[src/rtl/ext_unit_pipe.sv]
// Pipelined immediate / load-data extension unit with a valid/ready input,
// a 2-entry output FIFO and a synchronous flush.
//
// Ports:
//   CLK      - clock, rising edge
//   Reset    - asynchronous, active-low reset
//   Flush    - synchronous discard of all buffered entries
//   InValid  - input beat valid
//   InReady  - unit can accept a beat (registered, no path from OutReady)
//   ExtOp    - mode: 0 zext, 1 sext, 2 LUI, 3 LB, 4 LBU, 5 LH, 6 LHU, 7 rsvd
//   ByteOff  - byte offset for load modes (little-endian)
//   DataIn   - immediate in low IN_W bits, or raw memory word
//   OutValid - head entry valid
//   OutReady - consumer accepts head entry
//   ExtOut   - extended result of head entry
//   ErrOut   - head entry flagged (misaligned half or reserved op)
module ext_unit_pipe #(
    parameter int IN_W  = 16,
    parameter int OUT_W = 32,
    parameter int OFF_W = 2
) (
    input  logic             CLK,
    input  logic             Reset,
    input  logic             Flush,
    input  logic             InValid,
    output logic             InReady,
    input  logic [2:0]       ExtOp,
    input  logic [OFF_W-1:0] ByteOff,
    input  logic [OUT_W-1:0] DataIn,
    output logic             OutValid,
    input  logic             OutReady,
    output logic [OUT_W-1:0] ExtOut,
    output logic             ErrOut
);

    localparam int NB = OUT_W / 8;

    typedef struct packed {
        logic             err;
        logic [OUT_W-1:0] data;
    } entry_t;

    entry_t     e0_q, e0_d;
    entry_t     e1_q, e1_d;
    logic [1:0] count_q, count_d;

    entry_t            new_e;
    logic [IN_W-1:0]   imm;
    logic [15:0]       half_v;
    logic [7:0]        byte_v;
    logic              half_ok;
    logic              push;
    logic              pop;

    assign imm    = DataIn[IN_W-1:0];
    // Shift the addressed byte down to bit 0; the cast keeps only
    // the half-word window, so byte and half share one shifter.
    assign half_v = 16'(DataIn >> {ByteOff, 3'b000});
    assign byte_v = half_v[7:0];
    assign half_ok = !ByteOff[0] && (int'(ByteOff) + 2 <= NB);

    always_comb begin
        new_e = '0;
        unique case (ExtOp)
            3'b000: new_e.data = {{(OUT_W-IN_W){1'b0}}, imm};
            3'b001: new_e.data = {{(OUT_W-IN_W){imm[IN_W-1]}}, imm};
            3'b010: new_e.data = {imm, {(OUT_W-IN_W){1'b0}}};
            3'b011: new_e.data = {{(OUT_W-8){byte_v[7]}}, byte_v};
            3'b100: new_e.data = {{(OUT_W-8){1'b0}}, byte_v};
            3'b101: begin
                if (half_ok) new_e.data = {{(OUT_W-16){half_v[15]}}, half_v};
                else         new_e.err  = 1'b1;
            end
            3'b110: begin
                if (half_ok) new_e.data = {{(OUT_W-16){1'b0}}, half_v};
                else         new_e.err  = 1'b1;
            end
            default: new_e.err = 1'b1;
        endcase
    end

    assign InReady  = (count_q < 2'd2);
    assign OutValid = (count_q != 2'd0);
    assign ExtOut   = e0_q.data;
    assign ErrOut   = e0_q.err;

    assign push = InValid & InReady;
    assign pop  = OutValid & OutReady;

    // e0 is always the head; e1 only holds the second entry at count 2.
    // On pop-to-empty e0 is left alone so the outputs keep their value.
    always_comb begin
        count_d = count_q;
        e0_d    = e0_q;
        e1_d    = e1_q;
        if (Flush) begin
            count_d = 2'd0;
        end else begin
            unique case (count_q)
                2'd0: begin
                    if (push) begin
                        e0_d    = new_e;
                        count_d = 2'd1;
                    end
                end
                2'd1: begin
                    if (push && pop) begin
                        e0_d = new_e;
                    end else if (push) begin
                        e1_d    = new_e;
                        count_d = 2'd2;
                    end else if (pop) begin
                        count_d = 2'd0;
                    end
                end
                2'd2: begin
                    if (pop) begin
                        e0_d    = e1_q;
                        count_d = 2'd1;
                    end
                end
                default: count_d = 2'd0;
            endcase
        end
    end

    always_ff @(posedge CLK or negedge Reset) begin
        if (!Reset) begin
            count_q <= 2'd0;
            e0_q    <= '0;
            e1_q    <= '0;
        end else begin
            count_q <= count_d;
            e0_q    <= e0_d;
            e1_q    <= e1_d;
        end
    end

endmodule

[config.mk]
export PLATFORM = sky130hd
export DESIGN_NAME = ext_unit_pipe
export DESIGN_NICKNAME = d
export VERILOG_FILES = /design/src/rtl/ext_unit_pipe.sv
export SDC_FILE = /design/constraint.sdc
export NUM_CORES = 1
export LEC_CHECK = 0
export CELL_PAD_IN_SITES_DETAIL_PLACEMENT = 1
export CELL_PAD_IN_SITES_GLOBAL_PLACEMENT = 1
export CORE_MARGIN = 3
export CORE_UTILIZATION = 35
export CTS_CLUSTER_DIAMETER = 200
export DETAILED_ROUTE_END_ITERATION = 8
export GPL_ROUTABILITY_DRIVEN = 0
export HOLD_SLACK_MARGIN = 0.02
export PLACE_DENSITY = 0.73
export RECOVER_POWER = 50
export SKIP_CTS_REPAIR_TIMING = 1
export SLEW_MARGIN = 20
export SYNTH_ARGS = -nofsm -noshare
export SYNTH_HDL_FRONTEND = slang
export SYNTH_SLANG_ARGS = --single-unit
[constraint.sdc]
create_clock -name CLK -period 2.4 [get_ports CLK]
set_clock_uncertainty 0.15 [all_clocks]
set_input_delay 0.48 -clock CLK [delete_from_list [all_inputs] [get_ports CLK]]
set_output_delay 0.48 -clock CLK [all_outputs]
set_load 0.01 [all_outputs]
## Word level (Yosys, flattened, before mapping)

Cells that the tools add are included.

- Bits in registers: 68
- Input port bits: 42

- Add/subtract/negate cells: 1
- Order comparisons: 2
- Equality and inequality tests: 15
- Shifts and indexed selects: 1
- Muxes and demuxes: 16
- Bitwise logic cells: 4
- Reductions and logical operators: 12

Operator list:

| kind | count |
|---|---|
| one-hot mux 32 bit (7 select lines) | 1 |
| two-way mux 33 bit | 3 |
| one-hot mux 33 bit (3 select lines) | 1 |
| two-way mux 32 bit | 1 |
| >> shifter 32 x 5 -> 16 bit | 1 |
| two-way mux 16 bit | 1 |
| two-way mux 2 bit | 6 |
| == test 3 bit (second input constant) | 3 |
| inequality test 3 bit (second input constant) | 3 |
| AND reduction 4 bit | 2 |
| == test 3 x 2 -> 1 bit (second input constant) | 2 |
| inequality test 2 bit (second input constant) | 3 |
| one-hot mux 2 bit (3 select lines) | 1 |
| AND reduction 5 bit | 1 |
| OR reduction 5 bit | 1 |
| inequality test 4 bit (second input constant) | 1 |
| adder 2 x 2 -> 3 bit (second input constant) | 1 |
| == test 3 x 1 -> 1 bit (second input constant) | 1 |
| less-or-equal comparator 3 bit (second input constant) | 1 |
| logical NOT 3 bit | 1 |
| nonzero test 3 bit | 1 |
| bitwise AND 1 bit | 2 |
| == test 2 x 1 -> 1 bit (second input constant) | 1 |
| == test 2 bit (second input constant) | 1 |
| 9 further kinds | 11 |

## Logic depth before layout (Yosys ltp)

Gate-level depths: netlist (run 1).

- Depth in word-level cells: 7
- Depth in mapped cells: 7
- Depth with buffers taken out: 4

## Least setup slack after synthesis (run 1)

No wires, ideal clock.

- Path kind: in2reg
- Start point: input ExtOp[0]
- End point: register e0_q (netlist bit ExtOut[11])
- Library setup time: 125 ps
- Arrival time: 1619 ps
- Required time: 2125 ps
- Setup slack: 507 ps
- Cell stages on the path: 5
- Path buffers: 1
- Cell sequence: buf_4 > nor2b_1 > o311ai_0 > a41oi_1 > mux2_2

- Cells in the longest elaborated chain, start to end: 4

RTL lines:

| item | line | source |
|---|---|---|
| start, declared | 27 | `input logic [2:0] ExtOp,` |
| == test 3 bit (tied with other cells) | 64 | `unique case (ExtOp)` |
| one-hot mux 32 bit (7 select lines) * | 64 |  |
| two-way mux 33 bit (on tied branches) | 107, 101 |  |
| one-hot mux 33 bit (3 select lines) * | 99 | `unique case (count_q)` |
| end signal, assigned | 130 | `e0_q <= '0;` |
| end signal, assigned | 134 | `e0_q <= e0_d;` |
| end, declared | 43 | `entry_t e0_q, e0_d;` |

Mark *: on every way between the ends. The rest lies on a longest branch, timed or not. The select of a mux whose other input is x is not followed.
A chain may end at the register's enable or synchronous reset.

## Worst setup path in the final report (run 1)

- Start point: input ExtOp[1]
- End point: register e0_q (netlist bit ExtOut[8])

Same word-level chain as after synthesis.

==> flow_summary.toml, run 1 <==
[worst_setup_path]
start_kind = "input port"
cp_slowest_cell = "clkdlybuf4s50_1"
required_ns = 2.48
cp_num_buf_inv = 1
cp_cell_sequence = "clkdlybuf4s50_1 -> and3b_1 -> o311ai_0 -> a41oi_1 -> mux2_2"
cp_top_family = "compound AO/OA/AOI/OAI gates"
worstPathMaxFanout = 7
critPathArrivalTime_ns = 2.41
max_stage_delay_ns = 0.55
end_kind = "flop"
crit_type = "in2reg"

[route]
drc = 0
post_drt_wl_per_cell_um = 21.1
drt_first_iter_violations = 179
vias = 3532
drtAntennaViolNets = 0
drt_first_pass_iters = 4
via_per_inst = 5.72
routed_wl_um = 13000

[cells_and_area]
antennaDiodeCount = 0
ff_latch_area_um2 = 1700
drive_above_1_share_pct = 23.2
multiInputGateArea_um2 = 1940
layout_commonest_cell = "dfrtp_1"
nFillCells = 1198
final_cell_mix = "dfrtp_1 (68), clkdlybuf4s50_1 (59), buf_4 (44)"
area.growth.synth_to_final_pct = 35.9
fin_nets = 515

[global_route]
grt_overflow = 0
first_global_vias = 3860
grt_first_pass_wirelength_um = 20900
antenna_found_initial = 0
grt_max_degree = 69
grt_usage_pct = 21.1

[clock_tree]
ctsHtreeMaxLevel = 3
cts.sinks = 68
numCtsBuffers = 9
clk_transition_reported_paths_ns = 0.08
clk_latency_ns = 0.34
cts_tree = "built"
cts_buffer_depth = 2
cts-root-buf = "clkbuf_8"

[die]
start_util_pct = 36.1
ios = 77
fp.coreArea_um2 = 10900
die_w_um = 112
die_area_um2 = 12500
fp-row-count = 38
die_y_um = 112

[outcome]
outcome = "finished clean"

[timing]
final.setup.worst_slack_ns = 0.0703
max_freq_mhz = 429
rsz0062_at_grt = "no"
drv_slew = 0
tightest_slew_ns = 0.966
period_share_pct = 97.1
relSlewSlack_pct = 35.6
hold_viol = 0
finalSetupViolCount = 0
min_period_ns = 2.33

[logic_synthesis]
synth_ff_type = "dfrtp_1"
ys_ff_latch = 68
synth_cell_types = 50
synth-edff-count = 0
avgSynthCellArea_um2 = 10.6
syn-cell-area_um2 = 3930
synthCells = 371
synth-async-reset-ratio_pct = 100
synth_nets = 413
ys.warnings.count = 0
seq_area_frac_synth_pct = 43.3

[placed_design]
dp_hpwl_um = 9340
post-place-ws_ns = -0.290
port_buffers = 76

[flow_run]
drv_cap = 0

[hold_path]
min_path_type = "reg2reg"

[power]
leakage_uw = 0.00220
p_total_uw = 3810
powerDensity_nw_per_um2 = 714
peakVddDrop_uv = 367
## layout make-up
cell class                 instances  share of cell area (%)
multi-input combinational        247                    36.3
inverter                          19                    1.34
clock buffer                      10                    2.39
clock inverter                     6                    2.11
tap                              140                    3.28
sequential                        68                    31.9
timing repair buffer             128                    22.7
## sequential cells by signal, indices dropped and copies added (netlist names)
signal,flops
ExtOut,32
ErrOut,1
count_q,2
e1_q,33
## power by group
part / switching [uW] / leakage, uW / internal (uW) / total (uW)
logic: 465 / 0.00126 / 583 / 1050
clock network: 483 / 0.000120 / 693 / 1180
registers: 159 / 0.000825 / 1430 / 1590
total: 1110 / 0.00220 / 2700 / 3810
## cell families after synthesis
group,after synthesis,synth area share (%)
simple gates,114,15.7
compound gates,111,24.8
flops,68,43.3
buf+inv,56,7.71
mux,20,8.00
xor+xnor,1,0.223
fa+ha+maj,1,0.287
## final timing paths
path                                             start                      to  slack (ns)  cells after the start
worst max register to register  count_q[0]$_DFFE_PN0P_  ExtOut[17]$_DFFE_PN0P_        0.34                      4
worst min register to register     e1_q[8]$_DFFE_PN0P_     e1_q[8]$_DFFE_PN0P_        0.35                      1
min in group asynchronous                        Reset  ExtOut[29]$_DFFE_PN0P_        0.77                      3
worst min-delay path               e1_q[8]$_DFFE_PN0P_     e1_q[8]$_DFFE_PN0P_        0.35                      1
worst max-delay path                          ExtOp[1]   ExtOut[8]$_DFFE_PN0P_        0.07                      5
max in group asynchronous                        Reset  ExtOut[25]$_DFFE_PN0P_        0.70                      3
## through the flow
step / instance area, um2 / hold WS [ns] / std cells / utilization (%) / setup TNS (ns)
6_report: 5340 / 0.352 / 618 / 49.0 / 0
5_1_grt: 5340 / 0.365 / 618 / 49.0 / 0
4_1_cts: 5340 / 0.00917 / 617 / 49.0 / 0
3_5_place_dp: 5100 / 0.335 / 601 / 46.8 / -9.05
3_3_place_gp: 5100 / 0.323 / 601 / 46.8 / -3.96
2_1_floorplan: 3930 / 0.0344 / 371 / - / 0
## Yosys cell counts, types with 10 or more instances
library cell  number  area [um2]
nand3_1           10        50.1
a21oi_1           10        50.1
nor4_1            15        93.8
o21ai_0           12        60.1
nor2_1            25        93.8
o22a_1            15         131
and2_1            16         100
clkbuf_1          18        67.6
nand2_1           18        67.6
dfrtp_1           68        1700
inv_1             18        67.6
mux2_2            11         124
a221oi_2          11         165
a221oi_1          13         114
## worst register-to-register path: cells and delay by family, from the launching register on
family                 cells  cell delay [ns]
DFF                        1             0.43
and+or+nand+nor            2             0.76
buffers and inverters      1             0.40
AOI/OAI and AO/OA          1             0.22
## per-layer routing
layer  wire [um]  track usage, %  share of wire [%]  vias to the layer above
li1            -               -                  -                     1619
met1        5470            26.6                 42                     1790
met2        6620            36.9                 51                      103
met3         659            3.53                5.1                       20
met4         303            6.65                2.3                        0
met5           0               0                  0                        -
Power figures use the tool's default switching activity.
==> run 2: changes to the inputs <==
--- a/config.mk
+++ b/config.mk
@@ -8,14 +8,13 @@
 export CELL_PAD_IN_SITES_DETAIL_PLACEMENT = 1
 export CELL_PAD_IN_SITES_GLOBAL_PLACEMENT = 1
 export CORE_MARGIN = 3
-export CORE_UTILIZATION = 35
+export CORE_UTILIZATION = 41
 export CTS_CLUSTER_DIAMETER = 200
 export DETAILED_ROUTE_END_ITERATION = 8
 export GPL_ROUTABILITY_DRIVEN = 0
 export HOLD_SLACK_MARGIN = 0.02
-export PLACE_DENSITY = 0.73
+export PLACE_DENSITY = 0.83
 export RECOVER_POWER = 50
-export SKIP_CTS_REPAIR_TIMING = 1
 export SLEW_MARGIN = 20
 export SYNTH_ARGS = -nofsm -noshare
 export SYNTH_HDL_FRONTEND = slang
==> run 2 against run 1 <==
Against the previous run: core utilization up 7.5 points; non-clock buffer count down 8; register-to-register slack better by 0.02 ns; critical path depth unchanged; global-route usage up 4.1 points; die area down 14%.
==> flow_summary.toml, run 2 (synthesized netlist as in run 1, its figures left out) <==
[outcome]
outcome = "finished clean"

[route]
drtAntennaViolNets = 0
routed_wl_um = 13500
vias = 3641
post_drt_wl_per_cell_um = 22.6
drt_first_pass_iters = 5
drt_first_iter_violations = 243
drc = 0
via_per_inst = 6.08

[clock_tree]
cts-root-buf = "clkbuf_8"
cts_tree = "built"
ctsHtreeMaxLevel = 3
clk_latency_ns = 0.36
numCtsBuffers = 9
cts.sinks = 68
cts_buffer_depth = 2
clk_transition_reported_paths_ns = 0.07
cts_setup_buffers = 0

[cells_and_area]
regMostFlops = "e1_q"
layout_commonest_cell = "dfrtp_1"
fin_nets = 507
final_cell_mix = "dfrtp_1 (68), clkdlybuf4s50_1 (60), buf_4 (37)"
finalNonFillerCells = 599
area.growth.synth_to_final_pct = 33.6
largest_register_ffs = 33
antennaDiodeCount = 0
nFillCells = 1012
drive_above_1_share_pct = 21.9

[timing]
min_period_ns = 2.29
rsz0062_at_grt = "no"
relSlewSlack_pct = 9.50
max_freq_mhz = 437
tightest_slew_ns = 1.36
drv_slew = 0
finalSetupViolCount = 0
hold_viol = 0
period_share_pct = 95.3
fin_setup_tns_ns = 0

[die]
ios = 77
die_area_um2 = 10800
fp.coreArea_um2 = 9280
start_util_pct = 42.3
die_y_um = 104
fp-row-count = 35
die_w_um = 104

[global_route]
grt_overflow = 0
antenna_found_initial = 0
first_global_vias = 3927
grt_max_degree = 47
grt_first_pass_wirelength_um = 21500
grt_usage_pct = 25.1

[power]
intPower_uw = 2620
net-switching-power_uw = 1130
peakVddDrop_uv = 484
pwr-share-comb_pct = 28.3
powerDensity_nw_per_um2 = 714
seqPwrFrac_pct = 42.7
p_sw_share_pct = 30.1
leakage_uw = 0.00215
clockPowerShare_pct = 29.0

[worst_setup_path]
worstPathMaxFanout = 7
critPathArrivalTime_ns = 2.37
required_ns = 2.48
start_kind = "input port"
end_kind = "flop"
crit_type = "in2reg"

[flow_run]
drv_cap = 0

[hold_path]
min_path_type = "reg2reg"

[placed_design]
port_buffers = 76
dp_hpwl_um = 9680
dp.cells = 582
-- run 2: final timing paths --
path / slack (ns) / cells past startpoint / end / from
max reg2reg: 0.36 / 4 / ExtOut[1]$_DFFE_PN0P_ / count_q[0]$_DFFE_PN0P_
max: 0.11 / 5 / ExtOut[8]$_DFFE_PN0P_ / ExtOp[2]
min: 0.36 / 1 / e1_q[14]$_DFFE_PN0P_ / e1_q[14]$_DFFE_PN0P_
min reg2reg: 0.36 / 1 / e1_q[14]$_DFFE_PN0P_ / e1_q[14]$_DFFE_PN0P_
min in group asynchronous: 0.81 / 2 / ExtOut[1]$_DFFE_PN0P_ / Reset
max in group asynchronous: 0.40 / 3 / ExtOut[20]$_DFFE_PN0P_ / Reset
-- run 2: stage by stage --
stage          util (%)  total power [uW]  hold WS (ns)  setup WS (ns)  instance area, um2
2_1_floorplan         -              2130        0.0344          0.507                3930
3_3_place_gp       54.0              2600         0.324         -0.113                5010
3_5_place_dp       54.0              2680         0.337         -0.282                5010
4_1_cts            56.5              3790         0.356         0.0493                5250
6_report           56.5              3750         0.356          0.112                5250
5_1_grt            56.5              3910         0.372         0.0731                5250
-- run 2: area by class of cell --
type                            count  area [um2]  area share, %
Tap cell                          129         161           3.08
Clock buffer                       10         138           2.62
Inverter                           19        71.3           1.36
Sequential cell                    68        1700           32.4
Multi-Input combinational cell    247        1940           37.0
Timing Repair Buffer              120        1150           21.9
Clock inverter                      6        86.3           1.65
-- run 2: timing repair --
action	in CTS	in global routing
resized for setup	0	2
endpoints found under the setup margin	0	2
hold buffers	1	0
hold endpoints to repair	22	0
-- run 2: power groups by stage --
| stage | clock network, uW | logic, uW | registers, uW |
|---|---|---|---|
| after CTS | 1100 | 1080 | 1600 |
| after global routing | 1140 | 1140 | 1630 |
| after detailed placement | 0 | 1070 | 1620 |
| after floorplan | 0 | 506 | 1620 |
| after global placement | 0 | 1010 | 1590 |
| final | 1090 | 1060 | 1600 |
-- run 2: routing by layer --
layer	GRT usage [%]	wire, um
met1	31.6	5370
met2	42.8	6880
met3	3.17	699
met4	12.4	570
met5	0	0
-- run 2: worst max-delay path, cell delays in order --
cell and delay, ns:
clkdlybuf4s50_1 0.51, and3b_1 0.29, o311ai_0 0.53, a41oi_1 0.23
mux2_2 0.32
==> run 3: changes to the inputs <==
--- a/config.mk
+++ b/config.mk
@@ -13,7 +13,7 @@
 export DETAILED_ROUTE_END_ITERATION = 8
 export GPL_ROUTABILITY_DRIVEN = 0
 export HOLD_SLACK_MARGIN = 0.02
-export PLACE_DENSITY = 0.83
+export PLACE_DENSITY_LB_ADDON = 0.2
 export RECOVER_POWER = 50
 export SLEW_MARGIN = 20
 export SYNTH_ARGS = -nofsm -noshare
==> run 3 against run 2 <==
Against the previous run: via count decreased by 2.6%; critical path type unchanged; fmax about the same; sequential share of layout area fell by 0.21 points; combinational power about the same; final cell count rose by 1.2%; core utilization increased by 0.36 points; die area stayed put; hold slack got worse by 0.012 ns; clock power down 20%; largest power group unchanged; setup slack better by 0.00072 ns.
==> flow_summary.toml, run 3 (synthesized netlist as in run 1, its figures left out) <==
[timing]
final.setup.worst_slack_ns = 0.113
hold_viol = 0
min_period_ns = 2.29
finalSetupViolCount = 0
drv_slew = 0
relSlewSlack_pct = 35.7
fin_setup_tns_ns = 0
max_freq_mhz = 437
rsz0062_at_grt = "yes"
tightest_slew_ns = 0.965
period_share_pct = 95.3

[placed_design]
post-place-ws_ns = -0.296
dp.cells = 589
dpl_cell_area_um2 = 5100
port_buffers = 76
dp_hpwl_um = 9290

[cells_and_area]
drive_above_1_share_pct = 23.3
finalNonFillerCells = 606
final_cell_mix = "dfrtp_1 (68), clkdlybuf4s50_1 (62), buf_4 (41)"
largest_register_ffs = 33
nFillCells = 1017
regMostFlops = "e1_q"
fin_nets = 514
layout_commonest_cell = "dfrtp_1"
design_area_um2 = 5280
area.growth.synth_to_final_pct = 34.5
antennaDiodeCount = 0

[worst_setup_path]
start_kind = "input port"
required_ns = 2.48
end_kind = "flop"
worstPathMaxFanout = 13
crit_type = "in2reg"
critPathArrivalTime_ns = 2.37

[route]
routed_wl_um = 13000
post_drt_wl_per_cell_um = 21.4
drc = 0
drt_first_iter_violations = 149
drtAntennaViolNets = 0
via_per_inst = 5.85
drt_first_pass_iters = 4
vias = 3547

[power]
intPower_uw = 2420
peakVddDrop_uv = 308
net-switching-power_uw = 1100
leakage_uw = 0.00217
seqPwrFrac_pct = 45.1
powerDensity_nw_per_um2 = 666
pwr-share-comb_pct = 30.2
p_sw_share_pct = 31.3
clockPowerShare_pct = 24.8

[global_route]
grt_max_degree = 69
grt_overflow = 0
first_global_vias = 3845
grt_first_pass_wirelength_um = 21300
grt_usage_pct = 24.8
antenna_found_initial = 0

[clock_tree]
cts_tree = "built"
ctsHtreeMaxLevel = 3
clk_latency_ns = 0.35
cts_buffer_depth = 2
clk_transition_reported_paths_ns = 0.07
numCtsBuffers = 9
cts.sinks = 68
cts_setup_buffers = 0
cts-root-buf = "clkbuf_8"

[die]
fp-row-count = 35
start_util_pct = 42.3
fp.coreArea_um2 = 9280
ios = 77
die_y_um = 104
die_w_um = 104
die_area_um2 = 10800

[outcome]
outcome = "finished clean"

[flow_run]
drv_cap = 0

[hold_path]
min_path_type = "reg2reg"
run 3: routing by layer:
layer	up-vias	share of wire (%)	global-route usage, %
li1	1605	-	-
met2	99	52	43.1
met3	25	3.6	3.85
met5	-	0	0
met1	1818	41	31.5
met4	0	3.0	8.83
run 3: what timing repair did:
action,CTS,global route
hold buffers,1,0
setup endpoints to repair,0,4
hold endpoints to repair,35,0
gates resized for setup,0,2
run 3: stage by stage:
step / hold WS (ns) / power (uW) / util (%)
6_report: 0.344 / 3520 / 56.9
5_1_grt: 0.364 / 3710 / 56.9
4_1_cts: 0.353 / 3570 / 57.0
3_3_place_gp: 0.323 / 2620 / 54.9
3_5_place_dp: 0.335 / 2690 / 54.9
2_1_floorplan: 0.0344 / 2130 / -
run 3: worst paths after layout:
kind | startpoint | to | slack [ns] | cells after the start
min in group asynchronous | Reset | ExtOut[18]$_DFFE_PN0P_ | 0.75 | 3
min reg2reg | e1_q[12]$_DFFE_PN0P_ | e1_q[12]$_DFFE_PN0P_ | 0.34 | 1
max in group asynchronous | Reset | ExtOut[2]$_DFFE_PN0P_ | 0.68 | 3
max | ExtOp[2] | ExtOut[12]$_DFFE_PN0P_ | 0.11 | 6
min | e1_q[12]$_DFFE_PN0P_ | e1_q[12]$_DFFE_PN0P_ | 0.34 | 1
max reg2reg | count_q[0]$_DFFE_PN0P_ | ExtOut[12]$_DFFE_PN0P_ | 0.35 | 3
run 3: power by group through the flow:
stage	combinational [uW]	clock [uW]	sequential [uW]
final	1060	871	1580
after global routing	1150	944	1620
after CTS	1090	894	1590
after detailed placement	1080	0	1610
after global placement	1040	0	1580
after floorplan	506	0	1620
run 3: cell type report:
cell class | count | area (um2) | area share [%]
Multi-Input combinational cell | 247 | 1940 | 36.8
Sequential cell | 68 | 1700 | 32.2
Timing Repair Buffer | 127 | 1230 | 23.2
Tap cell | 129 | 161 | 3.06
Clock buffer | 10 | 138 | 2.61
Inverter | 19 | 71.3 | 1.35
Clock inverter | 6 | 40.0 | 0.758
run 3: worst max-delay path: stages:
cell             delay, ns
clkdlybuf4s50_1       0.40
buf_4                 0.18
and3b_1               0.27
o311ai_0              0.49
a41oi_1               0.23
mux2_2                0.33
